### config.mk
export PLATFORM = sky130hd
export DESIGN_NAME = gpio_debounce_flat
export DESIGN_NICKNAME = d
export VERILOG_FILES = /design/src/rtl/gpio_debounce_if.sv /design/src/rtl/gpio_debounce.sv /design/src/flat_wrapper.sv
export SDC_FILE = /design/constraint.sdc
export NUM_CORES = 1
export LEC_CHECK = 0
export CAP_MARGIN = 0
export CELL_PAD_IN_SITES_DETAIL_PLACEMENT = 0
export CELL_PAD_IN_SITES_GLOBAL_PLACEMENT = 1
export CORE_ASPECT_RATIO = 1.2
export CORE_UTILIZATION = 44
export DETAILED_ROUTE_END_ITERATION = 12
export PLACE_DENSITY_LB_ADDON = 0.1
export SYNTH_ARGS = -nofsm -noshare
export SYNTH_HDL_FRONTEND = slang
export SYNTH_HIERARCHICAL = 1
export SYNTH_SLANG_ARGS = --single-unit
### constraint.sdc
create_clock -name clk_sys_i -period 2.25 [get_ports clk_sys_i]
set_input_delay 0.225 -clock clk_sys_i [delete_from_list [all_inputs] [get_ports clk_sys_i]]
set_output_delay 0.225 -clock clk_sys_i [all_outputs]
set_load 0.1 [all_outputs]
### src/rtl/gpio_debounce_if.sv
// Pad-side bundle for the GPIO debouncer: raw pad inputs in, clean level and edge events out.
interface gpio_debounce_if #(
  parameter int Width = 8
);
  logic [Width-1:0] gp_raw_i;
  logic [Width-1:0] gp_o;
  logic [Width-1:0] rise_o;
  logic [Width-1:0] fall_o;
  logic             tick_o;

  modport master (output gp_raw_i, input gp_o, rise_o, fall_o, tick_o);
  modport slave  (input gp_raw_i, output gp_o, rise_o, fall_o, tick_o);
endinterface

### src/rtl/gpio_debounce.sv
// Per-bit synchroniser + tick-sampled debouncer for board switches/buttons.
// One shared prescaler drives Width small per-bit qualification counters.
module gpio_debounce_bit #(
  parameter int   StableTicks = 10,
  parameter logic ResetBit    = 1'b0
) (
  input  logic clk_sys_i,
  input  logic rst_sys_i,
  input  logic tick_i,
  input  logic sync_i,
  output logic gp_o,
  output logic rise_o,
  output logic fall_o
);
  localparam int CW = $clog2(StableTicks + 1);

  logic [CW-1:0] cnt_q, cnt_d;
  logic          gp_q, gp_d;
  logic          rise_q, rise_d;
  logic          fall_q, fall_d;

  always_comb begin
    cnt_d  = cnt_q;
    gp_d   = gp_q;
    rise_d = 1'b0;
    fall_d = 1'b0;
    // Any cycle where the input agrees with the output restarts qualification.
    if (sync_i == gp_q) begin
      cnt_d = '0;
    end else if (tick_i) begin
      if (cnt_q == CW'(StableTicks - 1)) begin
        gp_d   = sync_i;
        cnt_d  = '0;
        rise_d = sync_i;
        fall_d = ~sync_i;
      end else begin
        cnt_d = cnt_q + CW'(1);
      end
    end
  end

  always_ff @(posedge clk_sys_i) begin
    if (rst_sys_i) begin
      cnt_q  <= '0;
      gp_q   <= ResetBit;
      rise_q <= 1'b0;
      fall_q <= 1'b0;
    end else begin
      cnt_q  <= cnt_d;
      gp_q   <= gp_d;
      rise_q <= rise_d;
      fall_q <= fall_d;
    end
  end

  assign gp_o   = gp_q;
  assign rise_o = rise_q;
  assign fall_o = fall_q;
endmodule

module gpio_debounce #(
  parameter int               Width       = 8,
  parameter int               SyncStages  = 2,
  parameter int               TickCycles  = 50000,
  parameter int               StableTicks = 10,
  parameter logic [Width-1:0] ResetValue  = '0
) (
  input  logic          clk_sys_i,
  input  logic          rst_sys_i,
  gpio_debounce_if.slave bus
);
  localparam int PW = $clog2(TickCycles);

  logic [SyncStages-1:0][Width-1:0] sync_q, sync_d;
  logic [PW-1:0]                    presc_q, presc_d;
  logic                             tick_q, tick_d;
  logic [Width-1:0]                 gp, rise, fall;

  always_comb begin
    sync_d[0] = bus.gp_raw_i;
    for (int s = 1; s < SyncStages; s++) sync_d[s] = sync_q[s-1];
    tick_d  = (presc_q == PW'(TickCycles - 1));
    presc_d = tick_d ? '0 : presc_q + PW'(1);
  end

  // Sync chain loads ResetValue too, so reset itself never looks like an edge.
  always_ff @(posedge clk_sys_i) begin
    if (rst_sys_i) begin
      sync_q  <= {SyncStages{ResetValue}};
      presc_q <= '0;
      tick_q  <= 1'b0;
    end else begin
      sync_q  <= sync_d;
      presc_q <= presc_d;
      tick_q  <= tick_d;
    end
  end

  for (genvar i = 0; i < Width; i++) begin : g_bit
    gpio_debounce_bit #(
      .StableTicks (StableTicks),
      .ResetBit    (ResetValue[i])
    ) u_bit (
      .clk_sys_i (clk_sys_i),
      .rst_sys_i (rst_sys_i),
      .tick_i    (tick_q),
      .sync_i    (sync_q[SyncStages-1][i]),
      .gp_o      (gp[i]),
      .rise_o    (rise[i]),
      .fall_o    (fall[i])
    );
  end

  assign bus.gp_o   = gp;
  assign bus.rise_o = rise;
  assign bus.fall_o = fall;
  assign bus.tick_o = tick_q;
endmodule

### src/flat_wrapper.sv
// flat-port wrapper written by rule: the top's interface ports become plain ports
module gpio_debounce_flat 
#(
  parameter int               Width       = 8,
  parameter int               SyncStages  = 2,
  parameter int               TickCycles  = 50000,
  parameter int               StableTicks = 10,
  parameter logic [Width-1:0] ResetValue  = '0
)
  (clk_sys_i, rst_sys_i, bus_gp_raw_i, bus_gp_o, bus_rise_o, bus_fall_o, bus_tick_o);
  gpio_debounce_if #(.Width(Width)) bus_i ();
  input  logic clk_sys_i;
  input  logic rst_sys_i;
  input wire logic [$bits(bus_i.gp_raw_i)-1:0] bus_gp_raw_i;
  output wire logic [$bits(bus_i.gp_o)-1:0] bus_gp_o;
  output wire logic [$bits(bus_i.rise_o)-1:0] bus_rise_o;
  output wire logic [$bits(bus_i.fall_o)-1:0] bus_fall_o;
  output wire logic [$bits(bus_i.tick_o)-1:0] bus_tick_o;
  assign bus_i.gp_raw_i = bus_gp_raw_i;
  assign bus_gp_o = bus_i.gp_o;
  assign bus_rise_o = bus_i.rise_o;
  assign bus_fall_o = bus_i.fall_o;
  assign bus_tick_o = bus_i.tick_o;
  gpio_debounce #(.Width(Width), .SyncStages(SyncStages), .TickCycles(TickCycles), .StableTicks(StableTicks), .ResetValue(ResetValue)) u_core (.clk_sys_i(clk_sys_i), .rst_sys_i(rst_sys_i), .bus(bus_i));
endmodule
# [Word-level counts from Yosys, hierarchy flattened]
# Index checks and enable logic that the tools add are counted.
[totals] reg_bits=89 elab_cells=120
[classes] n_addsub=9 n_eq_ne=17 n_mux=8 bitwise=25 n_reduce_logical=25
[op_table] op="4-bit by 1-bit adder with 4-bit output, second input constant" count=8
[op_table] op="4-bit == test, second input constant" count=8
[op_table] op="4-bit 2-to-1 mux" count=8
[op_table] op="4-bit OR reduction" count=8
[op_table] op="1-bit NOT" count=25
[op_table] op="3-bit AND reduction" count=8
[op_table] op="2-bit OR reduction" count=9
[op_table] op="16-bit by 1-bit adder with 16-bit output, second input constant" count=1
[op_table] op="16-bit == test, second input constant" count=1
[op_table] op="1-bit == test" count=8

# [Longest topological paths before layout]
# Gate-level depths: netlist of the first run.
[depth] word_depth=3 mapped_depth=6 depth_no_buf=5

# [Cells and area by module]
# The synthesis of the first run kept the hierarchy.
[modules_own_cells] mod="gpio_debounce_bit" n_inst=8 cells_each=31 area_per_inst_um2=301.5 seq_area_each_um2=140.1
[modules_own_cells] mod="gpio_debounce" n_inst=1 cells_each=114 area_per_inst_um2=1172.4 seq_area_each_um2=660.6

# [Least setup slack after synthesis of the first run]
# No wires, ideal clock.
[synth_path] path_type="flip-flop to flip-flop" from="register u_core.tick_q, in the netlist u_core/bus.tick_o" to="register u_core.g_bit[0].u_bit.gp_q" t_arrival_ns=2.283 slack_ns=-0.155 path_stages_with_launch=4 synth_period_minus_slack_ns=2.405 cell_sequence="dfxtp_1 nand2_2 or3_4 mux2i_1"
[synth_via] elab_chain_len=1
[synth_rtl] element="start: declaration" line_no="gpio_debounce.sv:76" rtl="logic tick_q, tick_d;"
[synth_rtl] element="start signal: assignment" line_no="gpio_debounce.sv:95" rtl="tick_q <= tick_d;"
[synth_rtl] element="3-bit AND reduction (no line)"
[synth_rtl] element="end signal: assignment" line_no="gpio_debounce.sv:45" rtl="gp_q <= ResetBit;"
[synth_rtl] element="end signal: assignment" line_no="gpio_debounce.sv:50" rtl="gp_q <= gp_d;"
[synth_rtl] element="end: declaration" line_no="gpio_debounce.sv:18" rtl="logic gp_q, gp_d;"
# No other way between the ends.
# A chain may end at the register's enable or synchronous reset.

# [Worst setup path in the final report of the first run]
[layout_path] from="register u_core.presc_q[10]" to="register u_core.presc_q[5]"
[layout_via] elab_chain_len=2
[layout_rtl] element="start: declaration" line_no="gpio_debounce.sv:75" rtl="logic [PW-1:0] presc_q, presc_d;"
[layout_rtl] element="start signal: assignment" line_no="gpio_debounce.sv:94" rtl="presc_q <= presc_d;"
[layout_rtl] element="16-bit == test" line_no="gpio_debounce.sv:82" rtl="tick_d = (presc_q == PW'(TickCycles - 1));"
[layout_rtl] element="2-bit OR reduction (no line)"
# No other way between the ends.

==> results of run 1 <==
## stage by stage
step	area [µm²]	setup WS [ns]	hold slack (ns)	power (mW)	instances
final	4250	0.452	0.429	2.97	505
after global routing	4250	0.378	0.418	3.10	505
after CTS	4250	0.447	0.403	3.04	505
after detailed placement	4000	0.456	0.430	1.71	489
after global placement	4000	0.477	0.418	1.71	489
after floorplan	3590	0.480	0.297	1.68	362
## power breakdown
| part | switching, mW | internal [mW] |
|---|---|---|
| Clock | 0.529 | 0.767 |
| Combinational | 0.0323 | 0.0395 |
| Sequential | 0.0111 | 1.59 |
| Total | 0.572 | 2.40 |
## flip-flops by register name (all words and copies together), names as in the netlist
signal                     count
u_core/g_bit.u_bit/rise_o      8
u_core/sync_d                  8
u_core/presc_q                16
u_core/g_bit.u_bit/cnt_q      32
u_core/bus.tick_o              1
u_core/g_bit.u_bit/fall_o      8
u_core/sync_q                  8
u_core/g_bit.u_bit/gp_o        8
## logic make-up (layout without fill, tap and decap cells)
| kind of cell | count (synthesis) | count (layout) | synth area share |
|---|---|---|---|
| compound gates | 32 | 32 | 0.0447 |
| simple gates | 188 | 188 | 0.329 |
| mux | 8 | 8 | 0.0223 |
| xor+xnor | 38 | 38 | 0.0928 |
| buf+inv | 6 | 57 | 0.0108 |
| fa+ha+maj | 1 | 1 | 0.00349 |
| flops | 89 | 89 | 0.497 |
## layer usage
layer  vias up  wire, µm
li1       1313         -
met5         -         0
met3         8       175
met2        26      2660
met1      1126      2910
met4         0        86
## synthesized netlist by cell type (all sizes together) (3+ instances only)
cell	instances
or3b	8
a21oi	16
nand2b	33
inv	4
xnor2	21
nor2b	32
and4b	8
nor2	37
dfxtp	89
nor3	20
xor2	17
nor4	3
nand4	3
o21ai	16
nand2	19
nand3	13
or3	8
mux2i	8
## layout make-up
class,count,area [µm²]
Multi-Input combinational cell,267,1760
Clock buffer,11,141
Timing Repair Buffer,37,325
Clock inverter,5,103
Inverter,4,15.0
Fill cell,748,3550
Sequential cell,89,1780
Tap cell,92,115
## worst max-delay path, stage by stage (launching register included)
cell and delay (ns):
dfxtp_1 0.35, or4b_1 0.52, or4_4 0.54, nand2b_4 0.20
nor2_1 0.07
## path summary, 6_finish.rpt
path | end | startpoint | depth (start not counted)
worst min-delay path | u_core/sync_d[15]$_SDFF_PP0_ | bus_gp_raw_i[7] | 2
worst min register to register | u_core/sync_q[10]$_SDFF_PP0_ | u_core/sync_d[10]$_SDFF_PP0_ | 1
worst max-delay path | u_core/presc_q[5]$_SDFF_PP0_ | u_core/presc_q[10]$_SDFF_PP0_ | 4
worst max register to register | u_core/presc_q[5]$_SDFF_PP0_ | u_core/presc_q[10]$_SDFF_PP0_ | 4
==> impl_metrics.json, run 1 <==
{
  "status": "finished, violations left",
  "violations": "design-rule violations",
  "track_usage": 0.150,
  "via_count": 2473,
  "grt.busiest_layer": "met2",
  "core_area_mm2": 0.00779,
  "avgSynthCellArea_um2": 9.90,
  "ctsResizeCount": 0,
  "fin_crit_sh": 0.799,
  "ys_seq_area_frac": 0.497,
  "area_delta_synth_final_pct": 18.5,
  "drv_slew": 0,
  "slew_headroom": 0.771,
  "cp-end-kind": "flip-flop",
  "mostFrequentLayoutCells": "dfxtp_1 (88), nor2_1 (34), nor2b_1 (32), nand2b_1 (32), buf_4 (26)",
  "antenna_cells": 0,
  "yosysUniqueCellTypes": 29,
  "numCtsBuffers": 9,
  "cts_setup_buffers": 0,
  "ys_top_cells_by_area": "dfxtp_1 (50%), nand2b_1 (5.6%), nor2b_1 (5.6%)",
  "rsz0062_at_grt": "no",
  "max_freq_ghz": 0.556,
  "drc": 9,
  "synth_enable_flop_cells": 0,
  "worstPathRequired_ns": 2.47,
  "syn-cell-area_mm2": 0.00358,
  "clock_latency_ns": 0.34,
  "antenna_found_initial": 0,
  "hold_violations": 0,
  "h-tree-depth": 3,
  "criticalPathCategory": "reg -> reg",
  "setup_viol": 0,
  "hpwl_um": 3940,
  "cp.arrival_ns": 2.02,
  "cts_hold_buf": 0,
  "ant_nets": 0,
  "die_area_mm2": 0.00851,
  "num_rows": 35,
  "grt_max_degree": 44,
  "hold_class": "in -> reg",
  "met2_usage": 0.245,
  "yosysTopAreaCellShare": 0.497,
  "via_per_inst": 4.90,
  "max_cap_viol_count": 0,
  "grt_pass1_vias": 2336,
  "ctsRootBufferMaster": "clkbuf_8",
  "clk_pin_slew_worst_paths_ns": 0.08,
  "drt_wl_total_um": 5830,
  "gr-usage-met3": 0.0295,
  "fin_skew_ns": 0.00802,
  "drtPass1Iterations": 8,
  "ys_seq_elements": 89,
  "nets": 419,
  "clock_path_buffers": 2,
  "min_period_ns": 1.80,
  "rrSetupSlack_ns": 0.45,
  "synth_warnings": 6,
  "synth_cells": 362,
  "p_leak_nw": 1.55,
  "power.density_mw_per_mm2": 699,
  "die_h_um": 101,
  "gp_congestion": 0.706,
  "layout_commonest_cell": "dfxtp_1",
  "tightest_slew_ns": 0.343,
  "grt-ovfl-total": 0,
  "initial_core_util": 0.460,
  "grtUsageMet1": 0.192,
  "die_w_um": 84.4,
  "portBuffers": 34,
  "post-route-util": 0.545,
  "peakVddDrop_mv": 0.425,
  "cts_tree": "done",
  "cp-start-kind": "flip-flop",
  "clkSinkCount": 89,
  "synth_ff_type": "dfxtp_1",
  "synth_area_leader_cell": "dfxtp_1",
  "drive_above_1_share": 0.177,
  "wl_per_cell_um": 11.5,
  "io_pins": 35,
  "critPathMaxFanout": 15,
  "finalSetupTns_ns": 0,
  "async_flop_share": 0,
  "grt_pass1_wl_um": 10200,
  "synth_nets": 373,
  "dr.first_iter.drc_count": 104
}
No activity file was read; power rests on OpenSTA's default activity.
==> inputs of run 2 (changes only) <==
--- a/config.mk
+++ b/config.mk
@@ -9,7 +9,7 @@
 export CELL_PAD_IN_SITES_DETAIL_PLACEMENT = 0
 export CELL_PAD_IN_SITES_GLOBAL_PLACEMENT = 1
 export CORE_ASPECT_RATIO = 1.2
-export CORE_UTILIZATION = 44
+export CORE_UTILIZATION = 40
 export DETAILED_ROUTE_END_ITERATION = 12
 export PLACE_DENSITY_LB_ADDON = 0.1
 export SYNTH_ARGS = -nofsm -noshare
==> constraint.sdc (replaced) <==
create_clock -name clk_sys_i -period 1.6 [get_ports clk_sys_i]
set_input_delay 0.16 -clock clk_sys_i [delete_from_list [all_inputs] [get_ports clk_sys_i]]
set_output_delay 0.16 -clock clk_sys_i [all_outputs]
set_load 0.1 [all_outputs]
==> impl_metrics.json, run 2 (same netlist as run 1, synthesis figures left out) <==
{
  "status": "finished, violations left",
  "violations": "negative setup slack",
  "cts_tree": "done",
  "h-tree-depth": 3,
  "core_area_mm2": 0.00866,
  "worstPathRequired_ns": 1.85,
  "cp.arrival_ns": 1.94,
  "criticalPathCategory": "reg -> reg",
  "hold_class": "in -> reg",
  "holdPathEnd": "u_core/sync_d[15]$_SDFF_PP0_",
  "max_freq_ghz": 0.590,
  "peakVddDrop_mv": 0.498,
  "portBuffers": 34,
  "rr_startpoint": "u_core/presc_q[12]$_SDFF_PP0_",
  "drive_above_1_share": 0.214,
  "ctsRootBufferMaster": "clkbuf_8",
  "via_per_inst": 4.73,
  "fillers": 826,
  "place_inst": 525,
  "clock_path_buffers": 2,
  "num_rows": 37,
  "antenna_cells": 0,
  "register_area_mm2": 0.00179,
  "largest_register": "u_core/g_bit.u_bit/cnt_q",
  "p_clk_frac": 0.406,
  "hold-worst-slack_ns": 0.354,
  "die_area_mm2": 0.00935,
  "grt_pass1_vias": 2456,
  "critPathMaxFanout": 7,
  "rr_endpoint": "u_core/presc_q[4]$_SDFF_PP0_",
  "drt_wl_total_um": 6030,
  "rsz0062_at_grt": "yes",
  "setup_viol": 16,
  "tightest_slew_ns": 0.349,
  "power.density_mw_per_mm2": 851,
  "grt_max_degree": 45,
  "drc": 0,
  "min_from": "bus_gp_raw_i[7]",
  "grt-ovfl-total": 0,
  "multi_input_area_mm2": 0.00179,
  "fin_ws_ns": -0.0957,
  "min_period_ns": 1.70,
  "clock_latency_ns": 0.35,
  "gp_congestion": 0.765,
  "drtPass1Iterations": 4,
  "area_delta_synth_final_pct": 30.2,
  "antenna_found_initial": 0,
  "fin_crit_sh": 1.06,
  "numCtsBuffers": 9,
  "finalSetupTns_ns": -1.42,
  "reg2regPathDepth": 4,
  "nets": 432,
  "layout_commonest_cell": "dfxtp_1",
  "initial_core_util": 0.414,
  "placed_area_mm2": 0.00442,
  "mostFrequentLayoutCells": "dfxtp_1 (86), nor2b_1 (32), nor2_1 (32), nand2b_1 (32), buf_12 (26)",
  "track_usage": 0.147,
  "cp-end-kind": "flip-flop",
  "io_pins": 35,
  "layoutNonFillerInstCount": 543,
  "max_cap_viol_count": 0,
  "dr.first_iter.drc_count": 109,
  "die_h_um": 106,
  "pwr-share-comb": 0.027,
  "finalInstanceArea_mm2": 0.00467,
  "p_int_mw": 3.15,
  "p_seq_frac": 0.567,
  "slew_headroom": 0.767,
  "cts_hold_buf": 0,
  "p_leak_nw": 1.68,
  "hpwl_um": 4200,
  "drv_slew": 0,
  "min_delay_path_depth": 2,
  "switching_share": 0.207,
  "largest_register_ffs": 32,
  "power_mw": 3.97,
  "via_count": 2567,
  "ant_nets": 0,
  "clk_pin_slew_worst_paths_ns": 0.09,
  "die_w_um": 88.4,
  "fin_skew_ns": 0.00987,
  "wl_per_cell_um": 11.1,
  "cp-start-kind": "flip-flop",
  "hold_violations": 0,
  "rrSetupSlack_ns": -0.1,
  "reg_top3": "u_core/g_bit.u_bit/cnt_q (32), u_core/presc_q (16)",
  "clkSinkCount": 89,
  "grt_pass1_wl_um": 10800,
  "p_switching_mw": 0.824
}
run 2: cell count changes in the layout (fill, tap and decap cells not counted), moves of 2 or more:
| cell | delta |
|---|---|
| bufinv_16 | -2 |
| nor2_1 | -2 |
| buf_12 | +24 |
| buf_4 | -12 |
| dfxtp_1 | -2 |
| clkbuf_8 | +2 |
run 2: stage by stage:
stage | setup slack (ns) | utilization
floorplan | -0.128 | -
global placement | -0.109 | 0.511
detailed placement | -0.133 | 0.511
CTS | -0.101 | 0.537
global route | -0.152 | 0.539
finish | -0.0957 | 0.539
run 2: layout make-up:
cell class	instances	area share
clock inverter	4	0.0105
sequential	89	0.383
inverter	4	0.00322
multi-input combinational	268	0.383
timing repair buffer	49	0.153
tap	117	0.0314
clock buffer	12	0.0354
run 2: repair_timing:
action | CTS | global route
cloned | 1 | 0
setup buffers | 0 | 1
hold endpoints to repair | 0 | 0
pin swaps | 1 | 1
resized for setup | 1 | 4
setup endpoints to repair | 15 | 16
run 2: how the worst max path moves through the flow:
stage                                    endpoint  cells past startpoint                          start  slack (ns)
floorplan           u_core/presc_q[11]$_SDFF_PP0_                      5   u_core/presc_q[9]$_SDFF_PP0_       -0.13
global route        u_core/presc_q[10]$_SDFF_PP0_                      4  u_core/presc_q[12]$_SDFF_PP0_       -0.15
detailed placement   u_core/presc_q[5]$_SDFF_PP0_                      4  u_core/presc_q[11]$_SDFF_PP0_       -0.13
finish               u_core/presc_q[4]$_SDFF_PP0_                      4  u_core/presc_q[12]$_SDFF_PP0_        -0.1
CTS                  u_core/presc_q[3]$_SDFF_PP0_                      4  u_core/presc_q[12]$_SDFF_PP0_       -0.10
global placement     u_core/presc_q[3]$_SDFF_PP0_                      4  u_core/presc_q[11]$_SDFF_PP0_       -0.11
run 2: power groups by stage:
stage,Sequential (mW),Clock [mW],Combinational (mW)
6_report,2.25,1.61,0.108
5_1_grt,2.26,1.78,0.121
2_1_floorplan,2.30,0,0.0615
4_1_cts,2.25,1.67,0.110
3_5_place_dp,2.30,0,0.106
3_3_place_gp,2.30,0,0.106
run 2: critical path: stages (launching register included):
cell and delay [ns]:
dfxtp_1 0.31, or4bb_1 0.50, or4_4 0.58, nand2b_4 0.15
nor2_1 0.06
run 2: layer usage:
metal	part of all wire	vias up	global-route usage
li1	-	1339	-
met1	0.48	1195	0.176
met2	0.48	27	0.245
met3	0.027	6	0.0423
met4	0.011	0	0.0553
met5	0	-	0
==> inputs of run 3 (changes only) <==
--- a/config.mk
+++ b/config.mk
@@ -5,11 +5,12 @@
 export SDC_FILE = /design/constraint.sdc
 export NUM_CORES = 1
 export LEC_CHECK = 0
+export ABC_AREA = 1
 export CAP_MARGIN = 0
 export CELL_PAD_IN_SITES_DETAIL_PLACEMENT = 0
 export CELL_PAD_IN_SITES_GLOBAL_PLACEMENT = 1
 export CORE_ASPECT_RATIO = 1.2
-export CORE_UTILIZATION = 40
+export CORE_UTILIZATION = 37
 export DETAILED_ROUTE_END_ITERATION = 12
 export PLACE_DENSITY_LB_ADDON = 0.1
 export SYNTH_ARGS = -nofsm -noshare
==> impl_metrics.json, run 3 <==
{
  "status": "finished clean",
  "ys_seq_area_frac": 0.462,
  "hpwl_um": 5500,
  "critPathMaxFanout": 16,
  "clkSinkCount": 89,
  "cts_tree": "done",
  "yosysTopAreaCellShare": 0.462,
  "drive_above_1_share": 0.221,
  "numCtsBuffers": 9,
  "synth_enable_flop_cells": 0,
  "gp_congestion": 0.757,
  "mostFrequentLayoutCells": "nand2_1 (135), dfxtp_1 (88), nor2_1 (87), inv_1 (78), nor2_2 (44)",
  "grt_pass1_wl_um": 12800,
  "syn-cell-area_mm2": 0.00385,
  "via_count": 3174,
  "cp_slowest_stage_delay_ns": 0.38,
  "nets": 600,
  "worstPathRequired_ns": 1.81,
  "yosysUniqueCellTypes": 25,
  "die_h_um": 114,
  "initial_core_util": 0.383,
  "power_mw": 4.35,
  "max_freq_ghz": 0.740,
  "io_pins": 35,
  "clk_pin_slew_worst_paths_ns": 0.06,
  "antenna_found_initial": 0,
  "fin_crit_sh": 0.844,
  "layout_commonest_cell": "nand2_1",
  "multi_input_area_mm2": 0.00168,
  "peakVddDrop_mv": 0.417,
  "antenna_cells": 0,
  "reg_top3": "u_core/g_bit.u_bit/cnt_q (32), u_core/presc_q (16)",
  "fin_skew_ns": 0.00507,
  "synth_common_cells": "nand2_1 (135), dfxtp_1 (89), nor2_1 (87)",
  "synth_area_leader_cell": "dfxtp_1",
  "dr.first_iter.drc_count": 59,
  "cp.arrival_ns": 1.56,
  "criticalPathCategory": "reg -> reg",
  "num_rows": 40,
  "die_area_mm2": 0.0108,
  "cts_hold_buf": 0,
  "cp-start-kind": "flip-flop",
  "grt-ovfl-total": 0,
  "hold_class": "in -> reg",
  "via_per_inst": 4.41,
  "grt_max_degree": 27,
  "post-synth-top-count-cell": "nand2_1",
  "clock_latency_ns": 0.33,
  "layoutNonFillerInstCount": 719,
  "largest_register": "u_core/g_bit.u_bit/cnt_q",
  "die_w_um": 95.2,
  "drc": 0,
  "min_period_ns": 1.35,
  "clock_path_buffers": 2,
  "power.density_mw_per_mm2": 888,
  "synth_ff_type": "dfxtp_1",
  "largest_register_ffs": 32,
  "ys_top_cells_by_area": "dfxtp_1 (46%), nand2_1 (13%), nor2_1 (8.5%)",
  "p_leak_nw": 1.97,
  "max_cap_viol_count": 0,
  "area_delta_synth_final_pct": 27.1,
  "ant_nets": 0,
  "ctsRootBufferMaster": "clkbuf_16",
  "setup_viol": 0,
  "wl_per_cell_um": 9.93,
  "cp-end-kind": "flip-flop",
  "core_area_mm2": 0.0101,
  "fillers": 1021,
  "drtPass1Iterations": 4,
  "rsz0062_at_grt": "no",
  "drt_wl_total_um": 7140,
  "ys_seq_elements": 89,
  "ctsResizeCount": 0,
  "portBuffers": 34,
  "synth_cells": 544,
  "track_usage": 0.151,
  "async_flop_share": 0,
  "finalSetupTns_ns": 0,
  "hold_violations": 0,
  "avgSynthCellArea_um2": 7.08,
  "synth_nets": 555,
  "tightest_slew_ns": 0.258,
  "synth_warnings": 6,
  "path_cells": "ha_1, nand3_2, nor2_2, nand2_2, nand2_4, a21oi_1",
  "h-tree-depth": 3,
  "cp_slowest_cell": "dfxtp_1",
  "cts_setup_buffers": 0,
  "register_area_mm2": 0.00178,
  "place_inst": 704,
  "drv_slew": 0,
  "slew_headroom": 0.827,
  "grt_pass1_vias": 3076
}
run 3: changes by cell type after synthesis, sizes merged, moves of 12 or more:
cell | before | now
nor2 | 37 | 132
nand2b | 33 | 0
xor2 | 17 | 2
nor2b | 32 | 0
xnor2 | 21 | 2
nand2 | 19 | 147
inv | 4 | 96
nor3 | 20 | 8
run 3: logic make-up (layout without fill, tap and decap cells):
group | count (synthesis) | in the layout | share of synthesized area
DFF | 89 | 89 | 0.462
AOI/OAI and AO/OA | 26 | 26 | 0.0347
and+or+nand+nor | 325 | 325 | 0.388
xor gates and xnor gates | 4 | 4 | 0.00910
adders and majority gates | 1 | 1 | 0.00325
buffers and inverters | 99 | 148 | 0.103
run 3: final cells by class:
class / count / share of cell area
flip-flops and latches: 89 / 0.364
multi-input cells: 356 / 0.342
repair buffers: 37 / 0.130
inverters: 96 / 0.0736
clock buffers: 12 / 0.0544
well taps: 126 / 0.0322
clock inverters: 3 / 0.00307
run 3: final timing paths:
path | start | end | slack, ns | cells past startpoint
worst max-delay path | u_core/presc_q[0]$_SDFF_PP0_ | u_core/presc_q[14]$_SDFF_PP0_ | 0.25 | 6
worst min-delay path | bus_gp_raw_i[4] | u_core/sync_d[12]$_SDFF_PP0_ | 0.36 | 3
worst max register to register | u_core/presc_q[0]$_SDFF_PP0_ | u_core/presc_q[14]$_SDFF_PP0_ | 0.25 | 6
worst min register to register | u_core/sync_d[15]$_SDFF_PP0_ | u_core/sync_q[15]$_SDFF_PP0_ | 0.40 | 2
run 3: metrics by stage:
stage | util | area [µm²] | hold WS [ns] | worst slack, ns
after global placement | 0.459 | 4610 | 0.389 | 0.229
after detailed placement | 0.459 | 4610 | 0.392 | 0.206
after CTS | 0.487 | 4900 | 0.350 | 0.228
after global routing | 0.487 | 4900 | 0.368 | 0.118
final | 0.487 | 4900 | 0.357 | 0.249
after floorplan | - | 3850 | 0.267 | 0.0957
run 3: worst max-delay path: cells and delay by family, from the launching register on:
| kind | cells | cell delay (ns) |
|---|---|---|
| flops | 1 | 0.38 |
| compound gates | 1 | 0.07 |
| simple gates | 4 | 0.56 |
| fa+ha+maj | 1 | 0.22 |
run 3: power breakdown:
part           switching, mW  internal (mW)  leakage, nW
Sequential            0.0145           2.24        0.721
Combinational         0.0745         0.0529         1.10
Clock                  0.804           1.16        0.144
Total                  0.893           3.46         1.97
run 3: per-layer routing:
layer / GRT usage / wire length [µm] / part of all wire
met3: 0.0373 / 202 / 0.028
met5: 0 / 0 / 0
met1: 0.168 / 3240 / 0.45
met4: 0.0707 / 140 / 0.020
met2: 0.264 / 3550 / 0.50
